$ cat src/rtl/vscale_dmem_bridge.sv
// vscale dmem bridge: turns the two-phase pipeline dmem access into one valid/ready bus request and response.
// Latency: min 2 stall cycles (ISSUE, RESP), data in DONE; 1 stall cycle with VSCALE_DMEM_BRIDGE_FASTRESP_EN.
// Backpressure: request fields held until bus_req_ready; dmem_wait stalls the pipeline until the response is back.
module vscale_dmem_bridge #(
   parameter int ADDR_W  = 32,
   parameter int DATA_W  = 32,
   parameter int TIMEOUT = 255
) (
   input  logic                  clk,
   input  logic                  reset_n,
   input  logic                  dmem_en,
   input  logic                  dmem_wen,
   input  logic [2:0]            dmem_size,
   input  logic [ADDR_W-1:0]     dmem_addr,
   input  logic [DATA_W-1:0]     dmem_wdata_delayed,
   output logic                  dmem_wait,
   output logic [DATA_W-1:0]     dmem_rdata,
   output logic                  dmem_badmem_e,
   output logic                  bus_req_valid,
   input  logic                  bus_req_ready,
   output logic                  bus_req_wen,
   output logic [ADDR_W-1:0]     bus_req_addr,
   output logic [DATA_W-1:0]     bus_req_wdata,
   output logic [DATA_W/8-1:0]   bus_req_strb,
   input  logic                  bus_resp_valid,
   input  logic [DATA_W-1:0]     bus_resp_rdata,
   input  logic                  bus_resp_err
);

   localparam int         STRB_W      = DATA_W / 8;
   localparam logic [7:0] TIMEOUT_CNT = 8'(TIMEOUT);

   typedef enum logic [1:0] {IDLE, ISSUE, RESP, DONE} state_t;

   state_t              state;
   logic [7:0]          count;
   logic [7:0]          count_nxt;
   logic                wait_q;
   logic                badmem_q;
   logic [DATA_W-1:0]   rdata_q;
   logic [DATA_W-1:0]   wdata_q;
   logic                first_issue;   // set only during the first ISSUE cycle, when store data is on the input
   logic                fast_hit;      // response returned straight to the pipeline this cycle
   logic                accept;        // a new pipeline access is taken this cycle
   logic                misal;
   logic [STRB_W-1:0]   strb_new;

`ifdef VSCALE_DMEM_BRIDGE_FASTRESP_EN
   assign fast_hit = (state == RESP) && bus_resp_valid;
`else
   assign fast_hit = 1'b0;
`endif

   assign accept    = dmem_en && ((state == IDLE) || (state == DONE) || fast_hit);
   assign count_nxt = count + 8'd1;

   // The pipeline stall drops in the response cycle itself when the fast path is hit
   assign dmem_wait     = wait_q && !fast_hit;
   assign dmem_rdata    = fast_hit ? bus_resp_rdata : rdata_q;
   assign dmem_badmem_e = fast_hit ? bus_resp_err   : badmem_q;
   // Store data is only valid on the input in the first ISSUE cycle; afterwards the captured copy is used
   assign bus_req_wdata = first_issue ? dmem_wdata_delayed : wdata_q;

   // Byte enables and alignment check for the access presented in this cycle
   always_comb begin
      strb_new = '1;
      misal    = 1'b0;
      case (dmem_size)
         3'd0: begin
            strb_new = STRB_W'(4'b0001 << dmem_addr[1:0]);
         end
         3'd1: begin
            strb_new = STRB_W'(4'b0011 << {dmem_addr[1], 1'b0});
            misal    = dmem_addr[0];
         end
         default: begin
            strb_new = '1;
            misal    = (dmem_addr[1:0] != 2'b00);
         end
      endcase
   end

   // Main FSM: accept, issue, wait for response, present result
   always_ff @(posedge clk or negedge reset_n) begin
      if (!reset_n) begin
         state         <= IDLE;
         count         <= 8'd0;
         wait_q        <= 1'b0;
         badmem_q      <= 1'b0;
         rdata_q       <= '0;
         wdata_q       <= '0;
         first_issue   <= 1'b0;
         bus_req_valid <= 1'b0;
         bus_req_wen   <= 1'b0;
         bus_req_addr  <= '0;
         bus_req_strb  <= '0;
      end else begin
         first_issue <= 1'b0;
         badmem_q    <= 1'b0;
         if (first_issue) begin
            wdata_q <= dmem_wdata_delayed;
         end
         if (fast_hit) begin
            rdata_q <= bus_resp_rdata;
         end
         if (accept) begin
            bus_req_addr <= {dmem_addr[ADDR_W-1:2], 2'b00};
            bus_req_wen  <= dmem_wen;
            bus_req_strb <= strb_new;
            if (misal) begin
               // Never reaches the bus; report the error in the following cycle
               state    <= DONE;
               badmem_q <= 1'b1;
               wait_q   <= 1'b0;
            end else begin
               state         <= ISSUE;
               bus_req_valid <= 1'b1;
               wait_q        <= 1'b1;
               first_issue   <= 1'b1;
            end
         end else begin
            case (state)
               IDLE, DONE: begin
                  state  <= IDLE;
                  wait_q <= 1'b0;
               end
               ISSUE: begin
                  if (bus_req_ready) begin
                     bus_req_valid <= 1'b0;
                     state         <= RESP;
                     count         <= 8'd0;
                  end
               end
               RESP: begin
                  if (bus_resp_valid) begin
                     wait_q <= 1'b0;
`ifdef VSCALE_DMEM_BRIDGE_FASTRESP_EN
                     state  <= IDLE;
`else
                     state    <= DONE;
                     rdata_q  <= bus_resp_rdata;
                     badmem_q <= bus_resp_err;
`endif
                  end else if ((TIMEOUT_CNT != 8'd0) && (count_nxt == TIMEOUT_CNT)) begin
                     state    <= DONE;
                     wait_q   <= 1'b0;
                     badmem_q <= 1'b1;
                     rdata_q  <= '0;
                  end else begin
                     count <= count_nxt;
                  end
               end
               default: state <= IDLE;
            endcase
         end
      end
   end

endmodule

$ cat config.mk
export PLATFORM = sky130hd
export DESIGN_NAME = vscale_dmem_bridge
export DESIGN_NICKNAME = d
export VERILOG_FILES = /design/src/rtl/vscale_dmem_bridge.sv
export SDC_FILE = /design/constraint.sdc
export NUM_CORES = 1
export LEC_CHECK = 0
export CORE_MARGIN = 3
export CORE_UTILIZATION = 23
export DETAILED_ROUTE_END_ITERATION = 7
export GPL_TIMING_DRIVEN = 0
export MAX_ROUTING_LAYER = met4
export PLACE_DENSITY = 0.55
export SYNTH_ARGS = -nofsm -noshare
export SYNTH_HDL_FRONTEND = slang
export SYNTH_SLANG_ARGS = --single-unit
$ cat constraint.sdc
create_clock -name clk -period 2.12 [get_ports clk]
set_input_delay 0.212 -clock clk [delete_from_list [all_inputs] [get_ports clk]]
set_output_delay 0.212 -clock clk [all_outputs]
set_load 0.02 [all_outputs]
==> results of run 1 <==
-- cell usage in the layout, fill, tap and decap left out, drive strengths merged, types with 2 or more instances in the layout --
master,netlist,routed
mux2i,2,2
a21oi,7,7
nor2b,3,3
clkdlybuf4s50,0,176
o211ai,2,2
dfrtp,113,113
conb,1,2
clkinvlp,0,2
a31oi,2,2
dlygate4sd2,0,30
nor3,5,5
o21a,2,2
clkinv,0,3
nand2b,4,4
ha,4,4
mux2,33,33
nand4,2,2
a22o,36,36
nand2,104,104
buf,10,13
clkbuf,14,37
bufinv,0,3
nand3,13,13
nor2,9,9
o21ai,10,10
inv,5,6
and2,3,3
-- worst max path at each step --
| stage | start | endpoint | slack, ns | depth (start not counted) |
|---|---|---|---|---|
| after floorplan | count[0]$_DFFE_PN0P_ | dmem_rdata[0]$_DFFE_PN0P_ | 0.29 | 8 |
| after global placement | reset_n | bus_req_addr[13]$_DFFE_PN0P_ | -3.67 | 1 |
| after detailed placement | first_issue$_DFF_PN0_ | bus_req_wdata[3] | -0.15 | 4 |
| after CTS | state[0]$_DFFE_PN0P_ | dmem_rdata[17]$_DFFE_PN0P_ | 0.02 | 7 |
| after global routing | count[1]$_DFFE_PN0P_ | count[3]$_DFFE_PN0P_ | -0.002 | 8 |
| final | count[0]$_DFFE_PN0P_ | count[2]$_DFFE_PN0P_ | 0.09 | 8 |
-- state kept, by name, summed over array words and instances, names as in the netlist --
name / count
first_issue: 1
dmem_rdata: 32
dmem_badmem_e: 1
bus_req_addr: 30
bus_req_wen: 1
dmem_wait: 1
bus_req_valid: 1
wdata_q: 32
count: 8
state: 2
bus_req_strb: 4
-- metal layers --
| metal | part of all wire | global-route usage | vias to the layer above |
|---|---|---|---|
| met5 | 0 | - | - |
| met3 | 0.092 | 0.06107 | 12 |
| li1 | - | - | 1835 |
| met4 | 0.0095 | 0.03215 | 0 |
| met2 | 0.47 | 0.2115 | 170 |
| met1 | 0.43 | 0.1522 | 1875 |
-- kinds of logic (layout without fill, tap and decap cells) --
logic type,Yosys count,count (layout),synth area share
adder cells (fa/ha/maj),4,4,0.01094
multiplexers,35,35,0.08557
buffers and inverters,29,271,0.03061
AND/OR/NAND/NOR,148,148,0.1397
AO/OA/AOI/OAI,68,68,0.1145
other,1,2,0.0008193
flip-flops,113,113,0.6178
-- stage by stage --
step | hold slack, ns | setup TNS, ns | total power [mW]
3_3_place_gp | 0.4585 | -415.08 | 9.274
5_1_grt | 0.2630 | -0.001958 | 12.79
4_1_cts | 0.2390 | 0 | 12.23
3_5_place_dp | 0.1093 | -2.490 | 9.431
2_1_floorplan | -0.08359 | 0 | 6.589
6_report | 0.2542 | 0 | 12.03
-- repair_timing --
action	in CTS	in global routing
setup buffers	0	2
setup endpoints to repair	62	61
resized for setup	41	8
endpoints found under the hold margin	28	0
hold buffers	1	0
pin swaps	0	1
-- area by class of cell --
cell class	instances	area (sq um)	area share
Clock inverter	9	128.9	0.01689
Sequential cell	113	2829	0.3708
Timing Repair Buffer	211	2088	0.2737
Buffer	23	140.1	0.01837
Inverter	5	18.77	0.002460
Multi-Input combinational cell	257	1620	0.2124
Tap cell	260	325.3	0.04264
Clock buffer	23	478.0	0.06265
-- power by group --
part / internal [mW] / switching [mW] / total, mW
Sequential: 3.15 / 0.502 / 3.65
Combinational: 2.50 / 2.96 / 5.46
Clock: 1.94 / 0.990 / 2.93
==> run metrics, run 1 <==
cell count after placement 867; Via density 4.320; CP endpoint kind flop; most frequent CP cell a22o_1; fraction of layout cells with a size suffix above 1 0.1326; area grow syn2layout 66.68%; dpl ws -0.1480 ns; Avg Synthesized Cell Area 11.50 sq um; CP Max Fanout 8; CP Cell Sequence ha_1 > a21oi_1 > o211ai_1 > o21a_1 > or2_1 > buf_2 > a22o_1 > a22o_1; synth cell count leaders dfrtp_1, nand2_1, a22o_1; fin crit period 2.033 ns; RR Endpoint count[2]$_DFFE_PN0P_; CP Data Arrival Time 2.33 ns; vias 3,892; fin. max-slew vios 0; CTS Root Cell clkbuf_16; Post-synth top flop dfrtp_1; EDFF count, synth 0; FMAX 0.4919 GHz; Hold WC Path Type primary input to asynchronous set/reset pin; Hold Vio Cnt, Final 0; post-DP HPWL 10,300 um; grt ovf 0; Max Root-Sink Buffers 2; R2R setup slack 0.09 ns; Antenna Cells 0; synth top area cells dfrtp_1, nand2_1, mux2_2, a22o_1, nand3_1; Data required, critical path between 2 and 2.5 ns; final non-filler cell total 901; routability congestion estimate between 0.7 and 0.8; Synth cell types 41; Starting DRT DRC Count 123; Design Area, Final 7629 sq um; Crit path buffers/inverters 1; Worst VDD drop 0.7544 mV; crit path kind flop to flop; CTS H-Tree Depth 4; Worst Skew 0.01285 ns; Post-DRT Antenna Nets 0; area of placed instances around 7000 sq um; crit-path max cell delay 0.47 ns; final setup fails 0; Tcrit/Tclk final 0.9590; drt pass-1 iters 4; final core occ 0.3985; first-pass GRT wire length roughly 22,000 um; Post-Syn Area 4577 sq um; Synth top area share 0.6178; Core Box Area between 15,000 and 20,000 sq um; FF-to-FF Start count[0]$_DFFE_PN0P_; final wirelength 13,970 um; PwrDens 1577 nW/um^2; CP top delay family compound AO/OA/AOI/OAI gates; PortBufs between 200 and 250; CTS clk-pin slew, worst paths 0.05 ns; Yosys reg bits approximately 110; register area share after synthesis 0.6178; Max Cap Viol 0; final worst slack 0.08699 ns; DIE HEIGHT 147.1 um; Leak 3.429 nW; Post-Syn Instances 398; GRT Total Usage 0.1323; drc violations 0; TritonCTS clock tree done; fin nets 738; IO Pins 210; total die area 21,630 sq um; Rows 50; initial antenna violation count 0; CP max-delay cell dfrtp_1; Yosys top cell by area dfrtp_1; vias in the first global route 4,114; status finished, final reports clean; wire per inst between 15 and 20 um; Reg2Reg Depth 8; critical path startpoint category flop; chip width 147.1 um; clk_lat worst skew 0.41 ns; TritonCTS Buffers 17; clk sinks 113; largest net degree at the start of global routing 86; count leader, synth dfrtp_1; filler instances 1,887; Initial Utilization 0.2391; Synthesis Warnings 0; Async SR Flop Fraction 1.000
Note: power is estimated with default switching activity, not from simulation.
==> inputs of run 2 (changes only) <==
--- a/config.mk
+++ b/config.mk
@@ -6,11 +6,12 @@
 export NUM_CORES = 1
 export LEC_CHECK = 0
 export CORE_MARGIN = 3
-export CORE_UTILIZATION = 23
+export CORE_UTILIZATION = 39
+export CTS_CLUSTER_DIAMETER = 50
 export DETAILED_ROUTE_END_ITERATION = 7
 export GPL_TIMING_DRIVEN = 0
 export MAX_ROUTING_LAYER = met4
-export PLACE_DENSITY = 0.55
+export PLACE_DENSITY = 0.81
 export SYNTH_ARGS = -nofsm -noshare
 export SYNTH_HDL_FRONTEND = slang
 export SYNTH_SLANG_ARGS = --single-unit
==> run 2 against run 1 <==
  * Sequential power about the same
  * Register-to-register slack improved by 0.06 ns
  * Combinational power grew 0.9%
  * Cell count down 13%
  * Sequential share of layout area up 0.93 points
  * Count of clock-buffer cells in the layout rose by 5
  * Total power down 1.4%
  * Sequential cell count did not move
  * Worst setup slack improved by 0.040 ns
  * Largest power group unchanged
==> run metrics, run 2 (synthesized netlist as in run 1, its figures left out) <==
wire per inst 17.57 um; final setup TNS 0 ns; DIE HEIGHT 114.3 um; Tcrit/Tclk final 0.9399; initial antenna violation count 0; CTS H-Tree Depth 4; Worst Skew 0.007038 ns; final non-filler cell total 780; CP Data Arrival Time 1.78 ns; CP Max Fanout 10; clk sinks 113; Power, Total 11.87 mW; multi-input gate area in the final layout 1623 sq um; Leak 3.418 nW; GRT Total Usage 0.2200; CTS Root Cell clkbuf_16; fraction of layout cells with a size suffix above 1 0.1359; fin crit period around 2 ns; Max Root-Sink Buffers 2; filler instances 836; TritonCTS Buffers 17; PwrDens approximately 1600 nW/um^2; PortBufs 207; routability congestion estimate 0.8448; most common cell after layout, fill and taps aside clkdlybuf4s50_1; final core occ 0.6661; drc violations 0; status finished, final reports clean; total die area 13,070 sq um; Core Box Area 11,170 sq um; slew margin rel. 0.5829; Initial Utilization 0.4096; TritonCTS clock tree done; fin nets 738; Slew @ Worst Pin roughly 0.63 ns; crit path kind flop to output port; register area 2829 sq um; CP endpoint kind output port; drt pass-1 iters 4; first-pass GRT wire length approximately 21,000 um; Hold Vio Cnt, Final 0; fin. max-slew vios 0; final worst slack approximately 0.13 ns; critical path startpoint category flop; largest net degree at the start of global routing 68; Data required, critical path 1.91 ns; unrepaired setup endpoints after global routing no; Worst VDD drop 1.077 mV; Max Cap Viol 0; CTS clk-pin slew, worst paths 0.05 ns; IO Pins 210; Rows 38; dpl ws -0.1723 ns; Antenna Cells 0; Via density 5.005; clk_lat worst skew 0.41 ns; grt ovf 0; FMAX 0.5019 GHz; Hold WC Path Type primary input to flop; post-DP HPWL 10,030 um; vias in the first global route a little over 4k; area grow syn2layout 62.60%; final setup fails 0; vias a little under 4k; Post-DRT Antenna Nets 0; cell count after placement 747; final wirelength 13,710 um; chip width 114.3 um; Starting DRT DRC Count between 200 and 250; commonest non-fill, non-tap cells in the layout clkdlybuf4s50_1, dfrtp_1, nand2_1
==> run 2: worst paths after layout <==
path / start / endpoint / slack [ns] / depth (start not counted)
worst max-delay path: first_issue$_DFF_PN0_ / bus_req_wdata[17] / 0.13 / 3
worst min-delay path: dmem_addr[21] / bus_req_addr[21]$_DFFE_PN0P_ / 0.33 / 3
worst max register to register: state[1]$_DFFE_PN0P_ / dmem_rdata[27]$_DFFE_PN0P_ / 0.15 / 6
worst min register to register: bus_req_addr[16]$_DFFE_PN0P_ / bus_req_addr[16]$_DFFE_PN0P_ / 0.47 / 2
max in group asynchronous: reset_n / dmem_rdata[19]$_DFFE_PN0P_ / 1.01 / 3
min in group asynchronous: reset_n / bus_req_strb[0]$_DFFE_PN0P_ / 0.36 / 2
==> run 2: metal layers <==
| metal | global-route usage | vias to the layer above | share of wire |
|---|---|---|---|
| li1 | - | 1830 | - |
| met1 | 0.2567 | 1873 | 0.41 |
| met2 | 0.3474 | 184 | 0.48 |
| met3 | 0.08827 | 17 | 0.10 |
| met4 | 0.07443 | 0 | 0.013 |
| met5 | - | - | 0 |
==> run 2: what timing repair did <==
action                                 CTS  global route
gates resized for setup                 39            13
endpoints found under the hold margin   46             0
setup endpoints to repair               47            52
pin swaps                                0             1
buffers inserted                         0             2
gates cloned                             0             0
hold buffers                             1             0
==> run 2: power by group <==
group	total, mW	internal [mW]	leakage, nW	switching [mW]
Combinational	5.51	2.50	1.75	3.01
Clock	2.70	1.76	0.285	0.935
Sequential	3.66	3.15	1.39	0.509
==> run 2: worst max-delay path: stages (launching register included) <==
cell           delay [ns]
dfrtp_2              0.43
buf_4                0.23
mux2_2               0.36
dlygate4sd2_1        0.35
==> run 2: cell type report <==
type	count	share of cell area
inverter	5	0.002522
buffer	23	0.01849
timing repair buffer	211	0.2801
sequential	113	0.3801
clock buffer	28	0.07482
tap	140	0.02354
multi-input combinational	257	0.2181
clock inverter	3	0.002354
==> run 2: stage by stage <==
step                cell area, sq um  hold WS [ns]
floorplan                       4581      -0.08359
global placement                6828        0.4580
detailed placement              6853        0.2648
CTS                             7417        0.3130
global route                    7442        0.3217
finish                          7442        0.3283
